<file path="src/rtl/clint_pkg.sv">
// Shared definitions for the core-local interruptor: register offsets, reset values,
// FSM encodings, the LSU request payload and the byte-merge helper.
package clint_pkg;

  localparam int unsigned XLEN  = 64;
  localparam int unsigned MASKW = XLEN / 8;

  localparam logic [15:0] CLINT_MSIP_OFF     = 16'h0000;
  localparam logic [15:0] CLINT_MTIMECMP_OFF = 16'h4000;
  localparam logic [15:0] CLINT_MTIME_OFF    = 16'hBFF8;

  localparam logic [XLEN-1:0] CLINT_MTIMECMP_RST = {XLEN{1'b1}};

  typedef enum logic {
    CLINT_ST_IDLE = 1'b0,
    CLINT_ST_RESP = 1'b1
  } clint_state_e;

  typedef enum logic [1:0] {
    CLINT_SEL_NONE     = 2'd0,
    CLINT_SEL_MSIP     = 2'd1,
    CLINT_SEL_MTIMECMP = 2'd2,
    CLINT_SEL_MTIME    = 2'd3
  } clint_sel_e;

  typedef struct packed {
    logic             wen;
    logic [XLEN-1:0]  addr;
    logic [XLEN-1:0]  wdata;
    logic [MASKW-1:0] wmask;
  } clint_req_t;

  // Replace only the byte lanes enabled in mask.
  function automatic logic [XLEN-1:0] merge_bytes(input logic [XLEN-1:0]  old_val,
                                                  input logic [XLEN-1:0]  new_val,
                                                  input logic [MASKW-1:0] mask);
    logic [XLEN-1:0] res;
    res = old_val;
    for (int i = 0; i < int'(MASKW); i++) begin
      if (mask[i]) res[i*8 +: 8] = new_val[i*8 +: 8];
    end
    return res;
  endfunction

endpackage

</file>
<file path="src/rtl/clint_timer.sv">
// Machine timer: prescaler, mtime, mtimecmp with byte-merged stores, and the
// registered mtime >= mtimecmp compare driving the timer interrupt.
module clint_timer
  import clint_pkg::*;
#(
  parameter int unsigned TICK_DIV = 1
) (
  input  logic             clk,
  input  logic             rst_n,
  input  logic             cmp_we,
  input  logic             time_we,
  input  logic [XLEN-1:0]  wdata,
  input  logic [MASKW-1:0] wmask,
  output logic [XLEN-1:0]  mtime,
  output logic [XLEN-1:0]  mtimecmp,
  output logic             irq
);

  localparam int unsigned PW = (TICK_DIV > 1) ? $clog2(TICK_DIV) : 1;
  localparam logic [PW-1:0] PRESC_MAX = PW'(TICK_DIV - 1);

  logic [PW-1:0] presc;
  logic          tick_c;

  assign tick_c = (presc == PRESC_MAX);

  // A store to mtime beats a coincident tick and restarts the prescaler.
  always_ff @(posedge clk) begin
    if (!rst_n) begin
      presc    <= '0;
      mtime    <= '0;
      mtimecmp <= CLINT_MTIMECMP_RST;
      irq      <= 1'b0;
    end else begin
      if (time_we) begin
        mtime <= merge_bytes(mtime, wdata, wmask);
        presc <= '0;
      end else if (tick_c) begin
        mtime <= mtime + 64'd1;
        presc <= '0;
      end else begin
        presc <= presc + PW'(1);
      end
      if (cmp_we) mtimecmp <= merge_bytes(mtimecmp, wdata, wmask);
      irq <= (mtime >= mtimecmp);
    end
  end

endmodule

</file>
<file path="src/rtl/clint.sv">
// Core-local interruptor top: address decode, request/response FSM, msip and
// the machine timer instance.
module clint
  import clint_pkg::*;
#(
  parameter logic [63:0] BASE_ADDR = 64'h0000_0000_0200_0000,
  parameter int unsigned TICK_DIV  = 1
) (
  input  logic        clk,
  input  logic        rst_n,
  input  logic        i_req_valid,
  output logic        o_req_ready,
  input  logic        i_req_wen,
  input  logic [63:0] i_req_addr,
  input  logic [63:0] i_req_wdata,
  input  logic [7:0]  i_req_wmask,
  output logic        o_rsp_valid,
  input  logic        i_rsp_ready,
  output logic [63:0] o_rsp_rdata,
  output logic        o_rsp_err,
  output logic        o_timer_irq,
  output logic        o_soft_irq
);

  clint_req_t      req;
  clint_state_e    state;
  clint_sel_e      sel_c;
  logic [XLEN-1:0] rdata_c;
  logic [XLEN-1:0] mtime;
  logic [XLEN-1:0] mtimecmp;
  logic            msip;
  logic            accept_c;
  logic            msip_we_c;
  logic            addr_unused;

  assign req = '{wen: i_req_wen, addr: i_req_addr, wdata: i_req_wdata, wmask: i_req_wmask};
  assign addr_unused = ^req.addr[2:0];

  // Word decode inside the 64 KiB window; anything else is an access fault.
  always_comb begin
    sel_c = CLINT_SEL_NONE;
    if (req.addr[63:16] == BASE_ADDR[63:16]) begin
      case (req.addr[15:3])
        CLINT_MSIP_OFF[15:3]:     sel_c = CLINT_SEL_MSIP;
        CLINT_MTIMECMP_OFF[15:3]: sel_c = CLINT_SEL_MTIMECMP;
        CLINT_MTIME_OFF[15:3]:    sel_c = CLINT_SEL_MTIME;
        default:                  sel_c = CLINT_SEL_NONE;
      endcase
    end
  end

  always_comb begin
    rdata_c = '0;
    case (sel_c)
      CLINT_SEL_MSIP:     rdata_c = {63'd0, msip};
      CLINT_SEL_MTIMECMP: rdata_c = mtimecmp;
      CLINT_SEL_MTIME:    rdata_c = mtime;
      default:            rdata_c = '0;
    endcase
  end

  assign accept_c  = i_req_valid && (state == CLINT_ST_IDLE);
  assign msip_we_c = accept_c && req.wen && (sel_c == CLINT_SEL_MSIP) && req.wmask[0];

  clint_timer #(
    .TICK_DIV (TICK_DIV)
  ) u_timer (
    .clk      (clk),
    .rst_n    (rst_n),
    .cmp_we   (accept_c && req.wen && (sel_c == CLINT_SEL_MTIMECMP)),
    .time_we  (accept_c && req.wen && (sel_c == CLINT_SEL_MTIME)),
    .wdata    (req.wdata),
    .wmask    (req.wmask),
    .mtime    (mtime),
    .mtimecmp (mtimecmp),
    .irq      (o_timer_irq)
  );

  // Response is captured at the accept edge and held until the LSU takes it.
  always_ff @(posedge clk) begin
    if (!rst_n) begin
      state       <= CLINT_ST_IDLE;
      o_req_ready <= 1'b1;
      o_rsp_valid <= 1'b0;
      o_rsp_rdata <= '0;
      o_rsp_err   <= 1'b0;
      msip        <= 1'b0;
    end else begin
      case (state)
        CLINT_ST_IDLE: begin
          if (accept_c) begin
            state       <= CLINT_ST_RESP;
            o_req_ready <= 1'b0;
            o_rsp_valid <= 1'b1;
            o_rsp_rdata <= req.wen ? '0 : rdata_c;
            o_rsp_err   <= (sel_c == CLINT_SEL_NONE);
            if (msip_we_c) msip <= req.wdata[0];
          end
        end
        CLINT_ST_RESP: begin
          if (i_rsp_ready) begin
            state       <= CLINT_ST_IDLE;
            o_req_ready <= 1'b1;
            o_rsp_valid <= 1'b0;
          end
        end
        default: begin
          state       <= CLINT_ST_IDLE;
          o_req_ready <= 1'b1;
          o_rsp_valid <= 1'b0;
        end
      endcase
    end
  end

  assign o_soft_irq = msip;

endmodule

</file>
<file path="config.mk">
export PLATFORM = sky130hd
export DESIGN_NAME = clint
export DESIGN_NICKNAME = d
export VERILOG_FILES = /design/src/rtl/clint_pkg.sv /design/src/rtl/clint_timer.sv /design/src/rtl/clint.sv
export SDC_FILE = /design/constraint.sdc
export NUM_CORES = 1
export LEC_CHECK = 0
export ABC_AREA = 1
export CAP_MARGIN = 10
export CORE_ASPECT_RATIO = 1.25
export CORE_MARGIN = 1
export CORE_UTILIZATION = 45
export DETAILED_ROUTE_END_ITERATION = 10
export DONT_BUFFER_PORTS = 1
export PLACE_DENSITY = 0.65
export SLEW_MARGIN = 10
export SYNTH_ARGS = -nofsm -noshare
export SYNTH_HDL_FRONTEND = slang
export SYNTH_SLANG_ARGS = --single-unit
</file>
<file path="constraint.sdc">
create_clock -name clk -period 2.6 [get_ports clk]
set_input_delay 0.78 -clock clk [delete_from_list [all_inputs] [get_ports clk]]
set_output_delay 0.78 -clock clk [all_outputs]
set_load 0.02 [all_outputs]
</file>
* Word-level counts from Yosys, hierarchy flattened
Index checks and enable logic that the tools add are counted.
Storage, ports and cells: register bits after elaboration 199, word-level logic and storage cells 98
Operators by class: bitwise operators 3, mux-type cells 23, $add $sub $neg 2, $lt $le $gt $ge 1, reductions and logical operators 28, equal/unequal tests 17
Operators with widths (count):
- 2-to-1 mux 64 bit | 3
- one-hot mux 64 bit (3 select lines) | 1
- adder 64 x 1 -> 64 bit, second input constant | 1
- >= comparator 64 bit | 1
- 2-to-1 mux 8 bit | 8
- == test 48 x 10 -> 1 bit, second input constant | 1
- AND reduction 2 bit | 18
- inequality test 2 bit, second input constant | 10
- == test 13 x 12 -> 1 bit, second input constant | 1
- == test 13 bit, second input constant | 1
- zero test 13 bit | 1
- logical AND 1 bit | 6
- 2-to-1 mux 1 bit | 6
- one-hot mux 1 bit (2 select lines) | 3
- one-hot mux 2 bit (3 select lines) | 1
- == test 2 bit, second input constant | 2
- inverter 1 bit | 3
- AND reduction 3 bit | 1
- OR reduction 3 bit | 1
- == test 2 x 1 -> 1 bit, second input constant | 1
- zero test 2 bit | 1
- 2-to-1 mux 2 bit | 1
- inequality test 2 x 1 -> 1 bit, second input constant | 1
- adder 1 bit, second input constant | 1

* Longest topological paths before layout
depth in word-level cells 7, mapped depth 15, depth with buffers taken out 15

* Cells and area by module
A second synthesis with hierarchy kept.
Unflattened totals: cells, all modules 2109, area total of the unflattened synthesis 13170.1 um^2
By module, submodules not included:
- clint_timer | instances 1, area each 9165.0 um^2, cells an instance 1465
- clint | instances 1, area each 4005.1 um^2, cells an instance 644

* Worst setup path after synthesis
OpenSTA, ideal clock, no wires.
path kind input port to flip-flop, start point input port i_req_addr[47], end point register u_timer.mtime[16], arrival 2.147 ns, slack 0.341 ns, cell stages on the path 13, required time 2.489 ns, setup time 0.111 ns, path buffers 1, cells stage by stage nor2_1 nand2_1 nor2_1 nand2_1 nor2_1 nand2_2 nor2_8 buf_12 nand4_4 nand2_2 inv_2 nor2_1 nor2_1
Between the ends: word-level cells in the longest chain between the ends 6, elaborated cells between the ends (all ways) 8, classes of those cells eq/ne: 4; mux: 2; reduce/logical: 2
Ends and longest elaborated chain:
- from (decl) | RTL line clint.sv:14 | input logic [63:0] i_req_addr,
- == test 48 x 10 -> 1 bit (*) | RTL line clint.sv:42 | if (req.addr[63:16] == BASE_ADDR[63:16]) begin
- 2-to-1 mux 2 bit (*) | RTL line clint.sv:42
- == test 2 bit (*) | RTL line clint.sv:71 | .time_we (accept_c && req.wen && (sel_c == CLINT_SEL_MTIME)),
- logical AND 1 bit (*) | RTL line clint.sv:71
- inequality test 2 bit (no source line) or inequality test 2 x 1 -> 1 bit (tied branches)
- AND reduction 2 bit (no source line)
- to (signal assigned) | RTL line clint_timer.sv:36 | mtime <= merge_bytes(mtime, wdata, wmask);
- to (signal assigned) | RTL line clint_timer.sv:39 | mtime <= mtime + 64'd1;
- to (decl) | RTL line clint_timer.sv:14 | output logic [XLEN-1:0] mtime,
Mark *: on every way between the ends. The rest lies on a longest branch, timed or not. A chain may end at the register's enable or synchronous reset.

* Worst setup path in the final report
start point register u_timer.mtime[0], end point register u_timer.mtime[63]
Between the ends: word-level cells in the longest chain between the ends 3
Ends and longest elaborated chain:
- adder 64 x 1 -> 64 bit | RTL line clint_timer.sv:39
- 2-to-1 mux 64 bit | RTL line clint_timer.sv:38 | end else if (tick_c) begin
- 2-to-1 mux 64 bit | RTL line clint_timer.sv:35 | if (time_we) begin
No other way between the ends. The select of a mux whose other input is x is not followed.

==> results.md <==
Synthesis:
- The sequential-to-total area share from yosys stat is 29.4%.
- The cell area after synthesis is 13600 um^2.
- Among all cell types in the netlist, the one instantiated most often is sky130_fd_sc_hd__nand2_1.
- The number of register bits inferred by synthesis is just under 200.
- The simple-gate portion of the synthesized area is 48.8%.
- The portion of netlist area occupied by mux cells is 0%.
- The share of flip-flops with an asynchronous set or reset after synthesis is 0%.
- The commonest cells after synthesis are sky130_fd_sc_hd__nand2_1 (909), sky130_fd_sc_hd__nor2_1 (319), sky130_fd_sc_hd__nand3_1 (222), sky130_fd_sc_hd__dfxtp_1 (199), sky130_fd_sc_hd__inv_1 (195).
- The largest area contributor in the netlist is sky130_fd_sc_hd__dfxtp_1.
- The count of warnings emitted by yosys is 0.
- The post-synthesis adder-cell area fraction is 6.00%.
- The synthesized netlist devotes ~4.5% of its cell area to compound gates.
- The distinct cell type count after synthesis is 35.
- Yosys mapped a number of flops with a built-in enable equal to 0.
- When the netlist entered floorplanning its net count stood at 2485.
- The top cell type by area accounts for 29.4% of the synthesized area.
- The number of instances in the synthesized netlist is about 2300.
- Among all flip-flop cells after synthesis, the most frequent one is sky130_fd_sc_hd__dfxtp_1.
- The post-synthesis area per instance is 5.95 um^2.
- The fraction of synthesized cell area in xor and xnor cells is 2.71%.
- After synthesis, the cell types taking the most area are sky130_fd_sc_hd__dfxtp_1 (29%), sky130_fd_sc_hd__nand2_1 (25%), sky130_fd_sc_hd__nor2_1 (8.8%).
- After synthesis, the largest family of logic cells by area is simple AND/OR/NAND/NOR gates.

Global route:
- The via count of the first global-routing pass came to approximately 13000.
- The overall track demand over capacity in global routing is between 20% and 30%.
- The total overflow reported by the global router is 0.
- The first-pass GRT wire length is between 60 and 70 mm.
- The maximum number of pins on one net before global-route repair is 133.
- The initial antenna violation count is 0.

Layout:
- The net total in the final layout is 2486.
- In the final layout, the share of cells above drive strength 1 is 6.72%.
- The final cell count without fillers is 2688.
- The area growth from synthesis to layout is 9.46%.
- The number of diodes is 0.
- Summing all non-filler instances in the final layout gives an area of 14800 um^2.
- For this run, the share of the core covered by cells in the final layout is 50.4%.

Clock network:
- TritonCTS built the clock tree.
- CTS built an H-tree with a depth of 4.
- Counting along the longest clock path gives a buffer depth of 2.
- The number of hold buffers added after CTS was 0.
- The clock buffer count from CTS is 17.
- The cell sitting at the root of the clock tree is a sky130_fd_sc_hd__clkbuf_16.
- The number of setup buffers added after CTS is 0.
- The number of gates resized after CTS was 0.
- The later pin in the worst-skew pair is clocked with a latency of 0.46 ns.
- The clock-pin slew of the registers on the worst-case setup and hold paths is 0.08 ns.
- The sink count of the clock tree is 199.

Placed design:
- Port buffering added 0 buffers.
- The number of placed instances, taps included, is between 2000 and 3000.
- After legalization and detailed placement, the total HPWL measured 33.8 mm.
- The congestion estimate from routability-driven global placement came to 0.946.
- The worst slack at placement is -0.00776 ns.
- Summing all placed instances gives a cell area of between 10000 and 15000 um^2.

Power:
- The leakage power is 7.50 nW.
- The worst-case IR drop observed on VDD is roughly 280 uV.
- The ratio of total power to cell area is 441 nW/um^2.

STA:
- The worst clock skew is 0.0210 ns.
- The worst hold margin is 0.430 ns.
- The final critical-path share of the clock period is 89.3%.
- Subtracting the final worst setup slack from the clock period gives 2.32 ns.
- Setup violations remaining at the end of the flow were counted as 0.
- The maximum clock frequency is 0.431 GHz.
- The final number of hold-violating endpoints is 0.
- The slew at the pin with the worst max-slew slack is 0.737 ns.
- The number of pins exceeding their max-slew limit in the final report is 0.
- The headroom to the max-slew limit is approximately half.
- The smallest setup slack after layout is 0.279 ns.
- Setup repair after global routing left no endpoint under its margin.

Setup path:
- The worst-path maximum fanout is 8.
- The nature of the critical path endpoint is a flop.
- The critical path required time is 2.95 ns.
- The dominant delay contributor by cell family on the critical path is simple AND/OR/NAND/NOR gates.
- The category of the most critical setup path is reg2reg.
- For this run, the slowest stage of the critical path takes 0.51 ns.
- The worst-path cell with the longest stage delay is sky130_fd_sc_hd__dfxtp_1.
- Counting stages on the worst path, the most repeated cell is sky130_fd_sc_hd__nand2_1.
- The data arrival time of the critical path is around 2.7 ns.
- The worst setup path is launched from a flop.
- The signal on the critical path passes through inv_1 -> nor2_1 -> nand2_1 -> nor2_1 -> nand2_1 -> o21ai_0 -> nand2_1 -> nand2_1 -> nand2_1 -> nor2_1 -> nor2_1.
- The count of buffering cells on the critical path with inverters included is 1.

Routing:
- The routed wirelength normalized by instance count is 16.1 um.
- The count of nets left with antenna violations once routing finished came out at 0.
- The number of DRC violations after detailed routing is 0.
- The aggregate routed wire length is around 43 mm.
- The iteration count of the initial detailed-routing pass is 6.
- The vias after detailed routing is 13900.
- After detailed routing, the number of vias per cell comes to 5.18.
- After the first detailed-routing iteration, the DRC count stood at between 1000 and 1500.

Floorplan:
- The floorplan die width is 157 um.
- The number of top-level pins is 210.
- The height of the die is 196 um.
- The floorplan has 70 rows.
- The region available for standard cell placement spans 29400 um^2.
- The overall die area is 30800 um^2.
- The initial core utilization is 46.1%.

Worst hold path:
- The worst hold path class is in2reg.

Run status:
- The flow ran to the end, and the final reports show no timing, DRC or antenna violations.

Job:
- The number of max-cap violations is 0.
[layer usage]
| metal | vias up | track usage (%) | routed length, um |
|---|---|---|---|
| met5 | - | 0 | 0 |
| met1 | 6263 | 34.9 | 18400 |
| met3 | 85 | 5.15 | 2660 |
| met4 | 0 | 11.3 | 1440 |
| met2 | 408 | 50.2 | 20900 |
| li1 | 7160 | - | - |
[final timing paths]
check | from | slack [ns] | end | cells past startpoint
setup / recovery | u_timer.mtime[0] | 0.28 | u_timer.mtime[63] | 11
hold / removal | rst_n | 0.43 | u_timer.mtimecmp[42] | 1
setup reg to reg | u_timer.mtime[0] | 0.28 | u_timer.mtime[63] | 11
hold reg to reg | u_timer.mtimecmp[25] | 0.48 | u_timer.mtimecmp[25] | 2
[placed cells by master (no fill, tap or decap), types with 2 or more instances in the layout]
cell type                    Yosys  routed
sky130_fd_sc_hd__buf_12          1      10
sky130_fd_sc_hd__a21o_1          2       2
sky130_fd_sc_hd__clkbuf_16       0      17
sky130_fd_sc_hd__nand4_4         8       8
sky130_fd_sc_hd__inv_6           0       3
sky130_fd_sc_hd__a21oi_1        94      94
sky130_fd_sc_hd__nand2_2        13      14
sky130_fd_sc_hd__o21ai_0        25      25
sky130_fd_sc_hd__nand3_1       222     222
sky130_fd_sc_hd__nor2_4          4       5
sky130_fd_sc_hd__nor2_1        319     318
sky130_fd_sc_hd__nand4_1        32      32
sky130_fd_sc_hd__nor3_1         28      28
sky130_fd_sc_hd__and2_1          3       3
sky130_fd_sc_hd__inv_2          15      17
sky130_fd_sc_hd__nor2_8          2       2
sky130_fd_sc_hd__nor3b_1         2       2
sky130_fd_sc_hd__xor2_1         40      40
sky130_fd_sc_hd__nor2_2         10      10
sky130_fd_sc_hd__nand2_4         2       2
sky130_fd_sc_hd__inv_1         195     192
sky130_fd_sc_hd__xnor2_1         2       2
sky130_fd_sc_hd__nand2_1       909     908
sky130_fd_sc_hd__ha_1           65      65
sky130_fd_sc_hd__clkinv_4        0       3
sky130_fd_sc_hd__clkbuf_8        0       3
sky130_fd_sc_hd__clkinvlp_4      0       3
sky130_fd_sc_hd__nor4_1          3       3
sky130_fd_sc_hd__buf_4           9      49
sky130_fd_sc_hd__dfxtp_1       199     199
sky130_fd_sc_hd__nand3_2         2       2
[per-stage QoR]
stage               power (W)  setup TNS [ns]
floorplan             0.00374               0
detailed placement    0.00390        -0.00776
CTS                   0.00660               0
global route          0.00680               0
global placement      0.00388               0
finish                0.00654               0
[state kept, by name, summed over array words and instances, names as in the netlist]
name / flops
u_timer.irq: 1
state: 1
o_soft_irq: 1
o_rsp_err: 1
u_timer.mtime: 64
u_timer.presc: 1
o_req_ready: 1
o_rsp_valid: 1
o_rsp_rdata: 64
u_timer.mtimecmp: 64
[cell families (layout without fill, tap and decap cells)]
kind of cell | after synthesis | after routing
XOR/XNOR | 42 | 42
AND/OR/NAND/NOR | 1564 | 1564
adder cells (fa/ha/maj) | 65 | 65
AO/OA/AOI/OAI | 121 | 121
flip-flops | 199 | 199
buffers and inverters | 287 | 300
other | 1 | 1
[final cells by class]
class | count | area, um^2
Sequential cell | 199 | 3980
Clock inverter | 11 | 116
Timing Repair Buffer | 59 | 568
Multi-Input combinational cell | 1793 | 8420
Fill cell | 3200 | 14600
Clock buffer | 20 | 467
Inverter | 210 | 790
Tap cell | 396 | 495
[power breakdown]
group          switching (W)  total, W  internal, W  leakage (nW)
logic               0.000398  0.000620     0.000222          5.60
clock network        0.00129   0.00271      0.00142         0.278
registers          0.0000987   0.00322      0.00312          1.62
total                0.00179   0.00654      0.00475          7.50
Note: power is estimated with default switching activity, not from simulation.
